$ cat src/rtl/bus_timer_responder.sv
// bus_timer_responder
//   Memory-mapped down-counter timer that answers the Frost32Cpu memory bus.
//   Each access it claims is answered with a fixed wait-state handshake:
//   IDLE -> BUSY -> RESP -> IDLE. The timer drives the CPU interrupt input.
//
//   Register map (offset = bus_addr[4:2]):
//     0 CTRL     [0] enable, [1] irq_en, [2] auto_reload
//     1 COUNT    32-bit down-counter
//     2 RELOAD   32-bit reload value
//     3 STATUS   [0] pending, write-1-to-clear
//     4 PRESCALE [15:0], only when BUS_TIMER_PRESCALER_EN is defined
//     5..7       read as 0, writes ignored
//
//   Optional feature macro: BUS_TIMER_PRESCALER_EN adds the PRESCALE register.
//   Without it the timer ticks on every enabled cycle.
//
// Ports
//   clk             rising-edge clock
//   rst_n           asynchronous active-low reset
//   bus_req         CPU access request
//   bus_addr        CPU byte address
//   bus_access_type 0 = read, 1 = write
//   bus_access_size 0 = 32-bit, 1 = 16-bit, 2 = 8-bit, 3 = reserved
//   bus_data_in     write data, right-aligned for sub-word writes
//   bus_data_out    read data, non-zero only in the RESP cycle
//   bus_wait        high while an access is in progress
//   interrupt       registered pending & irq_en
module bus_timer_responder #(
  parameter logic [31:0] BASE_ADDR   = 32'hFFFF_0000,
  parameter int unsigned WAIT_CYCLES = 1
) (
  input  logic        clk,
  input  logic        rst_n,
  input  logic        bus_req,
  input  logic [31:0] bus_addr,
  input  logic        bus_access_type,
  input  logic [1:0]  bus_access_size,
  input  logic [31:0] bus_data_in,
  output logic [31:0] bus_data_out,
  output logic        bus_wait,
  output logic        interrupt
);

  typedef enum logic [1:0] {IDLE, BUSY, RESP} state_t;

  localparam logic [3:0] WAIT_INIT = 4'(WAIT_CYCLES - 1);

  state_t      state;
  logic [3:0]  wait_cnt;
  logic [2:0]  req_offset;
  logic [1:0]  req_lane;
  logic        req_write;
  logic [1:0]  req_size;
  logic [31:0] req_data;

  logic        enable, irq_en, auto_reload, pending;
  logic [31:0] count, reload;

  logic        selected, last_wait, commit, tick, tick_eff;
  logic        wr_ctrl, wr_count, wr_reload, wr_status;
  logic [31:0] rd_word, wr_base, wr_word;

`ifdef BUS_TIMER_PRESCALER_EN
  logic [15:0] prescale, presc_cnt;
  logic        wr_presc;
`endif

  // Merge right-aligned write data into the lanes chosen by size and addr[1:0].
  function automatic logic [31:0] merge_write(input logic [31:0] old,
                                              input logic [31:0] data,
                                              input logic [1:0]  size,
                                              input logic [1:0]  lane);
    logic [31:0] res;
    res = old;
    case (size)
      2'd0: res = data;
      2'd1: if (lane[1]) res[31:16] = data[15:0];
            else         res[15:0]  = data[15:0];
      2'd2: case (lane)
              2'd0: res[7:0]   = data[7:0];
              2'd1: res[15:8]  = data[7:0];
              2'd2: res[23:16] = data[7:0];
              default: res[31:24] = data[7:0];
            endcase
      default: res = old;
    endcase
    return res;
  endfunction

  // Reserved-size requests are treated like requests outside the window.
  assign selected  = bus_req && (bus_addr[31:5] == BASE_ADDR[31:5]) &&
                     (bus_access_size != 2'd3);
  assign last_wait = (state == BUSY) && (wait_cnt == 4'd0);
  assign commit    = last_wait && req_write;
  assign wr_ctrl   = commit && (req_offset == 3'd0);
  assign wr_count  = commit && (req_offset == 3'd1);
  assign wr_reload = commit && (req_offset == 3'd2);
  assign wr_status = commit && (req_offset == 3'd3);

  // Register read mux for the captured offset; also the base for sub-word merges.
  always_comb begin
    rd_word = 32'h0;
    case (req_offset)
      3'd0: rd_word = {29'h0, auto_reload, irq_en, enable};
      3'd1: rd_word = count;
      3'd2: rd_word = reload;
      3'd3: rd_word = {31'h0, pending};
`ifdef BUS_TIMER_PRESCALER_EN
      3'd4: rd_word = {16'h0, prescale};
`endif
      default: rd_word = 32'h0;
    endcase
  end

  // STATUS merges onto zero so only bits actually written can clear pending.
  assign wr_base = (req_offset == 3'd3) ? 32'h0 : rd_word;
  assign wr_word = merge_write(wr_base, req_data, req_size, req_lane);

`ifdef BUS_TIMER_PRESCALER_EN
  assign wr_presc = commit && (req_offset == 3'd4);
  assign tick     = enable && (presc_cnt == prescale);
`else
  assign tick     = enable;
`endif

  // A bus write to COUNT or CTRL on a tick edge swallows that tick.
  assign tick_eff = tick && !(wr_ctrl || wr_count);

  // Bus handshake FSM with registered bus_wait and bus_data_out.
  always_ff @(posedge clk or negedge rst_n) begin
    if (!rst_n) begin
      state        <= IDLE;
      wait_cnt     <= 4'd0;
      req_offset   <= 3'd0;
      req_lane     <= 2'd0;
      req_write    <= 1'b0;
      req_size     <= 2'd0;
      req_data     <= 32'h0;
      bus_wait     <= 1'b0;
      bus_data_out <= 32'h0;
    end else begin
      case (state)
        IDLE: begin
          bus_data_out <= 32'h0;
          if (selected) begin
            req_offset <= bus_addr[4:2];
            req_lane   <= bus_addr[1:0];
            req_write  <= bus_access_type;
            req_size   <= bus_access_size;
            req_data   <= bus_data_in;
            bus_wait   <= 1'b1;
            wait_cnt   <= WAIT_INIT;
            state      <= BUSY;
          end
        end
        BUSY: begin
          if (wait_cnt == 4'd0) begin
            bus_wait     <= 1'b0;
            bus_data_out <= req_write ? 32'h0 : rd_word;
            state        <= RESP;
          end else begin
            wait_cnt <= wait_cnt - 4'd1;
          end
        end
        RESP: begin
          bus_data_out <= 32'h0;
          state        <= IDLE;
        end
        default: state <= IDLE;
      endcase
    end
  end

  // Timer registers: bus writes, tick handling and the interrupt register.
  always_ff @(posedge clk or negedge rst_n) begin
    if (!rst_n) begin
      enable      <= 1'b0;
      irq_en      <= 1'b0;
      auto_reload <= 1'b0;
      pending     <= 1'b0;
      count       <= 32'h0;
      reload      <= 32'h0;
      interrupt   <= 1'b0;
    end else begin
      if (wr_ctrl)
        {auto_reload, irq_en, enable} <= wr_word[2:0];
      else if (tick_eff && (count == 32'h0) && !auto_reload)
        enable <= 1'b0;

      if (wr_count)
        count <= wr_word;
      else if (tick_eff)
        count <= (count != 32'h0) ? count - 32'd1 : (auto_reload ? reload : 32'h0);

      if (wr_reload)
        reload <= wr_word;

      // A pending set beats a simultaneous write-1-to-clear.
      if (tick_eff && (count == 32'h0))
        pending <= 1'b1;
      else if (wr_status && wr_word[0])
        pending <= 1'b0;

      interrupt <= pending & irq_en;
    end
  end

`ifdef BUS_TIMER_PRESCALER_EN
  // Prescaler: one tick every prescale+1 enabled cycles, restarted on disable or rewrite.
  always_ff @(posedge clk or negedge rst_n) begin
    if (!rst_n) begin
      prescale  <= 16'h0;
      presc_cnt <= 16'h0;
    end else begin
      if (wr_presc)
        prescale <= wr_word[15:0];
      if (!enable || wr_presc || tick)
        presc_cnt <= 16'h0;
      else
        presc_cnt <= presc_cnt + 16'd1;
    end
  end
`endif

endmodule
$ cat config.mk
export PLATFORM = sky130hd
export DESIGN_NAME = bus_timer_responder
export DESIGN_NICKNAME = d
export VERILOG_FILES = /design/src/rtl/bus_timer_responder.sv
export SDC_FILE = /design/constraint.sdc
export NUM_CORES = 1
export LEC_CHECK = 0
export CAP_MARGIN = 20
export CORE_ASPECT_RATIO = 1.25
export CORE_UTILIZATION = 45
export DETAILED_ROUTE_END_ITERATION = 10
export PLACE_DENSITY = 0.67
export SLEW_MARGIN = 15
export SYNTH_ARGS = -nofsm -noshare
export SYNTH_HDL_FRONTEND = slang
export SYNTH_SLANG_ARGS = --single-unit
$ cat constraint.sdc
create_clock -name clk -period 2.6 [get_ports clk]
set_clock_uncertainty 0.05 [all_clocks]
set_input_delay 0.39 -clock clk [delete_from_list [all_inputs] [get_ports clk]]
set_output_delay 0.39 -clock clk [all_outputs]
set_load 0.01 [all_outputs]
**Yosys cells after proc, flatten, opt, wreduce, memory -nomap -nowiden**

Index checks and enable logic that the tools add are counted.

- Logic and storage cells: 96
- Input bits: 70
- Output and inout port bits: 34
- Flip-flop bits (word level): 148

- Reductions and logical operators: 34
- Equal/unequal tests: 14
- Bitwise gates (word level): 1
- Muxes and demuxes: 29
- Add/sub/neg operators: 2

Operators by type and width:

| kind | count |
|---|---|
| 32-bit two-way mux | 7 |
| 32-bit one-hot mux with 4 select lines | 1 |
| 32-bit one-hot mux with 3 select lines | 1 |
| 32-bit one-hot mux with 2 select lines | 1 |
| 32-bit logical NOT | 1 |
| 16-bit two-way mux | 2 |
| 8-bit two-way mux | 4 |
| 32-bit nonzero test | 1 |
| 32-bit by 1-bit subtractor with 32-bit output, second input constant | 1 |
| 27-bit == test, second input constant | 1 |
| 1-bit logical AND | 12 |
| 2-bit nonzero test | 5 |
| 4-bit two-way mux | 2 |
| 4-bit one-hot mux with 2 select lines | 1 |
| 2-bit by 1-bit == test with 1-bit output, second input constant | 3 |
| 2-bit == test, second input constant | 3 |
| 3-bit by 2-bit == test with 1-bit output, second input constant | 2 |
| 2-bit logical NOT | 3 |
| 1-bit two-way mux | 6 |
| 2-bit != test, second input constant | 3 |
| 2-bit AND reduction | 3 |
| 3-bit AND reduction | 2 |
| 4-bit logical NOT | 1 |
| 2-bit two-way mux | 2 |
| 11 further kinds | 12 |

**Longest topological paths before layout**

Gate-level depths: netlist (run 1).

- Depth in word-level cells: 11
- Depth in mapped cells: 10
- Mapped depth without buffers: 8

**Worst setup path before layout (run 1)**

OpenSTA, ideal clock, no wires.

- Kind: reg-to-reg
- Start point: register count[10]
- End point: register count[25]
- Required time: 2424 ps
- Arrival time: 2350 ps
- Slack: 74 ps
- Stages on the path, launching flop included: 7
- Setup time: 126 ps
- Cells stage by stage: dfrtp_1 -> or4_4 -> or4_4 -> or2_4 -> nor3b_2 -> xor2_1 -> a221o_1

- Cells in the longest elaborated chain, start to end: 4
- Elaborated cells between the ends (all ways): 5
- Classes of those cells: add/sub (1); mux (3); reduce/logical (1)

Ends and longest elaborated chain:

| item | RTL line | text |
|---|---|---|
| start: declaration | 57 | `logic [31:0] count, reload;` |
| start signal: assignment | 191 | `count <= wr_word;` |
| start signal: assignment | 193 | `count <= (count != 32'h0) ? count - 32'd1 : (auto_reload ? reload : 32'h0);` |
| 32-bit by 1-bit subtractor with 32-bit output / 32-bit nonzero test (equally long branches) | 193 |  |
| 32-bit two-way mux (*) | 193 |  |
| 32-bit two-way mux (*) | 192 | `else if (tick_eff)` |
| 32-bit two-way mux (*) | 190 | `if (wr_count)` |

Mark *: on every way between the ends. The rest lies on a longest branch, timed or not. The select of a mux whose other input is x is not followed.
A chain may end at the register's enable or synchronous reset.

**Worst setup path in the final report (run 1)**

Ends and elaborated chain as after synthesis.

==> qor.txt, run 1 <==
status: finished, final reports clean
post-synth design cell area: 7966 um2
CP arrival: 2.81 ns
Fin. Hold Viols: 0
Clock Power Share: 0.493
Final ANT Viol Nets: 0
post-synthesis compound-gate area fraction: 0.2097
Pleak: 4.599 nW
CTS tree: yes
Worst Max-Slew Pin Slew: 0.6955 ns
Net Sw Power: 1.117 mW
H-tree Lvls: 4
Syn Nets: 899
clock buffer depth: 2
period utilization: 0.9773
Synth area leader: dfrtp_1
Detailed Place HPWL: 17660 um
Rel. slew slack: 0.5346
design area: 10230 um2
Core Region: 17360 um2
Core Rows: 54
sequential power share: 0.474
top cell type's share of synthesized area: 0.4649
Ports: 104
total clock sinks: 148
fmax: 0.3935 GHz
Worst Path Max Fanout: 5
simple-gate area share of the yosys netlist: 0.1833
vias per cell: 6.045
pin count of the biggest net entering global routing: 66
M1 WL: 10410 um
diode count: 0
ys flop type: dfrtp_1
final core utilization: 0.5891
total congestion overflow: 0
worst hold path class: flop to flop
mean routed wirelength per cell: 20.85 um
minimum clock period: 2.541 ns
max layer used: met4
#FFs+latches synth: 148
share of layout cells above drive strength 1: 0.1746
internal power: 3.743 mW
switch share: 0.2299
top-count cell post-synth: dfrtp_1
Worst EP required: 2.86 ns
synth warn: 0
vias in the first global route: 7125
Placed Instance Area: 9608 um2
first-pass iteration count of the detailed router: 6
Met3 Routed Length: 1456 um
routability cong.: 0.9362
initial core utilization: 0.4588
main combinational cell family by area after synthesis: compound AO/OA/AOI/OAI gates
Synth Area in XOR/XNOR: 0.03188
post-synth cell types: 64
max_cap viols: 0
Routed WL: 24730 um
Initial DRC Count: 635
DIE HEIGHT: 150.8 um
setup tns final: 0 ns
Port-buffer cells: 103
Total Routing Usage GR: 0.2834
DRC: 0
setup slack after placement: 0.04064 ns
Post-synth EDFFs: 0
final slew viol count: 0
initial antenna violation count: 0
Die Width: 121.0 um
Max IR drop VDD: 435.0 uV
endpoints failing setup: 0
Comb pwr share: 0.033
Syn Area/Cell: 9.656 um2
Worst Slack Setup Final: 0.05900 ns
first-pass GRT wire length: 39250 um
Mapped Cells: 825
top cells by count, synth: dfrtp_1 (148), nor2_1 (83), nand2_1 (69), clkbuf_1 (51), a21oi_1 (50)
post-synthesis mux area share: 0.06691
met2 routed WL: 12130 um
routed vias: 7169
clock latency on the worst-skew pair: 0.44 ns
area grow syn2layout: 28.41%
clock root buffer: clkbuf_16
CP Capture Type: flop
sequential-to-total area share from yosys stat: 0.4649
Crit Path Class: flop to flop
Async SR Flop Fraction: 1.000
total die area: 18240 um2
Clock Pin Slew Worst Setup and Hold Paths: 0.07 ns
Post-Synth Adder-Cell Area: 0.006282
CTS Buf Count: 17
fillers: 1467
Synth area leaders: dfrtp_1 (46%), mux2_2 (5.9%), a22o_1 (4.2%)
RSZ-0062 raised after global routing: no
CP startpoint kind: flop
power per cell area: 475.2 nW/um2
Layout Nets: 1023
[path summary, 6_finish.rpt]
path	startpoint	cells past startpoint	slack (ns)	to
setup / recovery	count[10]	6	0.06	count[25]
hold / removal	bus_wait	1	0.44	bus_wait
setup reg to reg	count[10]	6	0.06	count[25]
hold reg to reg	bus_wait	1	0.44	bus_wait
max in group asynchronous	rst_n	3	1.26	count[23]
min in group asynchronous	rst_n	2	0.47	reload[3]
[area by class of cell]
type	count	area (um2)	share of cell area
clock inverter	14	145.1	0.01419
inverter	8	30.03	0.002935
timing repair buffer	170	1629	0.1592
tap	224	280.3	0.02740
sequential	148	3704	0.3620
multi-input combinational	604	4013	0.3922
clock buffer	18	429.2	0.04195
[cell families after synthesis]
group           count (synthesis)
simple gates                  283
flops                         148
mux                            48
fa+ha+maj                       4
compound gates                240
xor+xnor                       29
buf+inv                        73
[timing repair]
action | 4_1_cts | 5_1_grt
hold buffers | 1 | 0
setup endpoints to repair | 0 | 9
setup buffers | 0 | 1
endpoints found under the hold margin | 62 | 0
resized for setup | 0 | 3
[placed cells by master (no fill, tap or decap), types with 5 or more instances in the layout]
cell and instances:
a22oi_1 30, a31oi_1 11, clkbuf_16 17, xor2_1 11
mux2_2 42, xnor2_1 18, nand3_1 24, a22o_1 38
nand4_1 6, a221oi_1 14, nor3_1 13, buf_4 58
nor2b_1 10, o21ai_0 46, inv_1 8, nor2_1 82
a21oi_1 50, and3_1 15, clkinv_4 5, dfrtp_1 148
buf_12 7, o221ai_1 13, clkdlybuf4s50_1 102, nand2b_1 14
nand2_1 69, a221o_1 10, mux2i_1 6, nor4_1 7
[registers in the layout, indices dropped and copies added (netlist names)]
register / cells
bus_wait: 1
state: 2
req_lane: 2
wait_cnt: 4
req_data: 32
auto_reload: 1
req_size: 2
irq_en: 1
pending: 1
reload: 32
bus_data_out: 32
count: 32
enable: 1
req_write: 1
req_offset: 3
interrupt: 1
[power by group through the flow]
stage | sequential [mW] | combinational (mW) | clock [mW]
2_1_floorplan | 2.35 | 0.00368 | 0
3_3_place_gp | 2.35 | 0.163 | 0
3_5_place_dp | 2.35 | 0.164 | 0
4_1_cts | 2.30 | 0.166 | 2.43
5_1_grt | 2.30 | 0.178 | 2.52
6_report | 2.30 | 0.162 | 2.40
[worst max-delay path, stage by stage, from the launching register on]
cell and delay (ns):
dfrtp_1 0.38, or4_4 0.58, or4_4 0.59, or2_4 0.28, nor3b_2 0.18, xor2_1 0.08, a221o_1 0.29
[metrics by stage]
step                      std cells  hold slack (ns)  power [mW]
after floorplan                 825          0.04441       2.350
after global placement         1151           0.3823       2.509
after detailed placement       1151           0.3878       2.510
after CTS                      1184           0.4417       4.902
after global routing           1186           0.4632       5.002
final                          1186           0.4353       4.861
[routing by layer]
| layer | GRT usage | vias up |
|---|---|---|
| met4 | 0.1154 | 0 |
| met2 | 0.4697 | 310 |
| met5 | 0 | - |
| met1 | 0.3639 | 3519 |
| li1 | - | 3286 |
| met3 | 0.05189 | 54 |
Power figures use the tool's default switching activity.
==> run 2: changes to the inputs <==
--- a/config.mk
+++ b/config.mk
@@ -7,7 +7,9 @@
 export LEC_CHECK = 0
 export CAP_MARGIN = 20
 export CORE_ASPECT_RATIO = 1.25
+export CORE_MARGIN = 2
 export CORE_UTILIZATION = 45
+export CTS_CLUSTER_SIZE = 10
 export DETAILED_ROUTE_END_ITERATION = 10
 export PLACE_DENSITY = 0.67
 export SLEW_MARGIN = 15
==> run 2 against run 1 <==
Core utilization decreased by 0.085 points; combinational power about the same; via count about the same; design area increased by 0.24%; clock power decreased by 2%; register-to-register slack about the same; cell count increased by 0.42%; worst setup slack about the same; sequential share of layout area decreased by 0.088 points; critical path depth unchanged; routed wire length decreased by 0.77%.
==> qor.txt, run 2 (synthesized netlist as in run 1, its figures left out) <==
initial antenna violation count: 0 (unchanged)
Comb pwr share: 0.034 (about the same)
fillers: 1532 (+4.4%)
Initial DRC Count: 523 (-18%)
DIE HEIGHT: 152.8 um (+1.3%)
Ports: 104 (unchanged)
Worst Path Max Fanout: 12 (+7)
vias in the first global route: 7170 (+0.63%)
share of layout cells above drive strength 1: 0.1830 (+0.008404)
first-pass GRT wire length: 39520 um (+0.69%)
status: finished, final reports clean
Worst Hold Launch: bus_wait
r2r worst-path depth: 6 (unchanged)
Clock Pin Slew Worst Setup and Hold Paths: 0.07 ns (about the same)
RSZ-0062 raised after global routing: yes
M3 GR Usage: 0.05127 (-0.0006215)
Placed Instance Area: 9610 um2 (about the same)
power per cell area: 470.5 nW/um2 (-0.97%)
Final ANT Viol Nets: 0 (unchanged)
final hold slack: 0.4328 ns (-0.002442 ns)
area grow syn2layout: 28.73%
Worst EP required: 2.85 ns (about the same)
most frequent cells in the layout: dfrtp_1 (148), clkdlybuf4s50_1 (102), nor2_1 (82)
Pleak: 4.627 nW (+0.61%)
max_cap viols: 0 (unchanged)
CP startpoint: count[20]
commonest non-fill, non-tap cell in the layout: dfrtp_1
worst r2r src: count[20]
H-tree Lvls: 4 (unchanged)
internal power: 3.703 mW (-1.1%)
routability cong.: 0.9217 (-1.5%)
Port-buffer cells: 103 (unchanged)
initial core utilization: 0.4570 (-0.001778)
Total Routing Usage GR: 0.2727 (-0.01069)
total clock sinks: 148 (unchanged)
switch share: 0.2325 (+0.002652)
worst path cell trace: or4_1 > nor4b_2 > and3_1 > buf_12 > nor2_1 > a221o_1
design area: 10250 um2 (+0.24%)
minimum clock period: 2.541 ns (+0.0002989 ns)
WHS Path Cells: 1 (unchanged)
CP arrival: 2.79 ns (-0.02 ns)
DRC: 0 (unchanged)
CP max-delay cell: or4_1
Rel. slew slack: 0.5349 (about the same)
Routed WL: 24540 um (-0.77%)
Clock Power Share: 0.489 (-0.004)
pin count of the biggest net entering global routing: 72 (+9.1%)
Core Rows: 54 (unchanged)
vias per cell: 6.015 (-0.49%)
sequential power share: 0.477 (+0.003)
final core utilization: 0.5883 (-0.0008480)
Most Used Layer, Global Route: met2
Net Sw Power: 1.122 mW (+0.42%)
total congestion overflow: 0 (unchanged)
CTS tree: yes
fmax: 0.3935 GHz (about the same)
clock latency on the worst-skew pair: 0.43 ns (about the same)
routed vias: 7164 (-0.070%)
Fin. Hold Viols: 0 (unchanged)
Layout Nets: 1028 (+0.49%)
total die area: 18790 um2 (+3.0%)
Die Width: 123.0 um (+1.7%)
final slew viol count: 0 (unchanged)
CP Capture Type: flop
first-pass iteration count of the detailed router: 5 (-1)
diode count: 0 (unchanged)
period utilization: 0.9774 (about the same)
CTS Buf Count: 17 (unchanged)
Detailed Place HPWL: 17840 um (+1.0%)
Worst Slack Setup Final: 0.05870 ns (-0.0002989 ns)
endpoints failing setup: 0 (unchanged)
setup tns final: 0 ns (unchanged)
setup slack after placement: -0.03389 ns (-0.07453 ns)
clock root buffer: clkbuf_16
Core Region: 17430 um2 (+0.39%)
met2 usage: 0.4394 (-0.03036)
CP peak stage delay: 0.62 ns (+0.03 ns)
Worst Max-Slew Pin Slew: 0.6977 ns (+0.002178 ns)
Crit Path Class: flop to flop
clock buffer depth: 2 (unchanged)
CP startpoint kind: flop
Max IR drop VDD: 364.2 uV (-16%)
worst hold path class: flop to flop
mean routed wirelength per cell: 20.60 um (-1.2%)
M1 GR Usage: 0.3653 (+0.001368)
## run 2: cell type report
class,instances,area [um2],area share
Tap cell,224,280.3,0.02733
Inverter,8,30.03,0.002928
Multi-Input combinational cell,604,4024,0.3924
Clock buffer,19,452.9,0.04417
Clock inverter,13,113.9,0.01110
Sequential cell,148,3704,0.3612
Timing Repair Buffer,175,1650,0.1609
## run 2: per-layer routing
layer / wire, um / up-vias / part of all wire
li1: - / 3316 / -
met1: 10350 / 3502 / 0.42
met2: 12010 / 302 / 0.49
met3: 1453 / 44 / 0.059
met4: 727 / 0 / 0.030
met5: 0 / - / 0
## run 2: critical path: cells and delay by family, from the launching register on
family	cells	cell delay, ns
AO/OA/AOI/OAI	1	0.37
buffers and inverters	1	0.16
flip-flops	1	0.41
AND/OR/NAND/NOR	4	1.44
## run 2: timing repair
action                                 4_1_cts  5_1_grt
resized for setup                            1        5
setup endpoints to repair                    4       12
endpoints found under the hold margin       67        0
pin swaps                                    0        1
hold buffers                                 1        0
setup buffers                                0        5
## run 2: final timing paths
check / to / slack [ns]
setup / recovery: count[18] / 0.06
hold / removal: bus_wait / 0.43
hold reg to reg: bus_wait / 0.43
setup reg to reg: count[18] / 0.06
min in group asynchronous: req_data[3] / 0.52
max in group asynchronous: count[25] / 1.28
## run 2: metrics by stage
stage | instances | power, mW
final | 1191 | 4.825
after CTS | 1186 | 4.861
after global routing | 1191 | 4.965
after floorplan | 825 | 2.350
after detailed placement | 1153 | 2.513
after global placement | 1153 | 2.513
## run 2: power by group through the flow
| stage | registers, mW | logic [mW] | clock network [mW] |
|---|---|---|---|
| 3_3_place_gp | 2.35 | 0.167 | 0 |
| 3_5_place_dp | 2.35 | 0.168 | 0 |
| 4_1_cts | 2.30 | 0.170 | 2.39 |
| 5_1_grt | 2.30 | 0.183 | 2.48 |
| 6_report | 2.30 | 0.165 | 2.36 |
| 2_1_floorplan | 2.35 | 0.00368 | 0 |
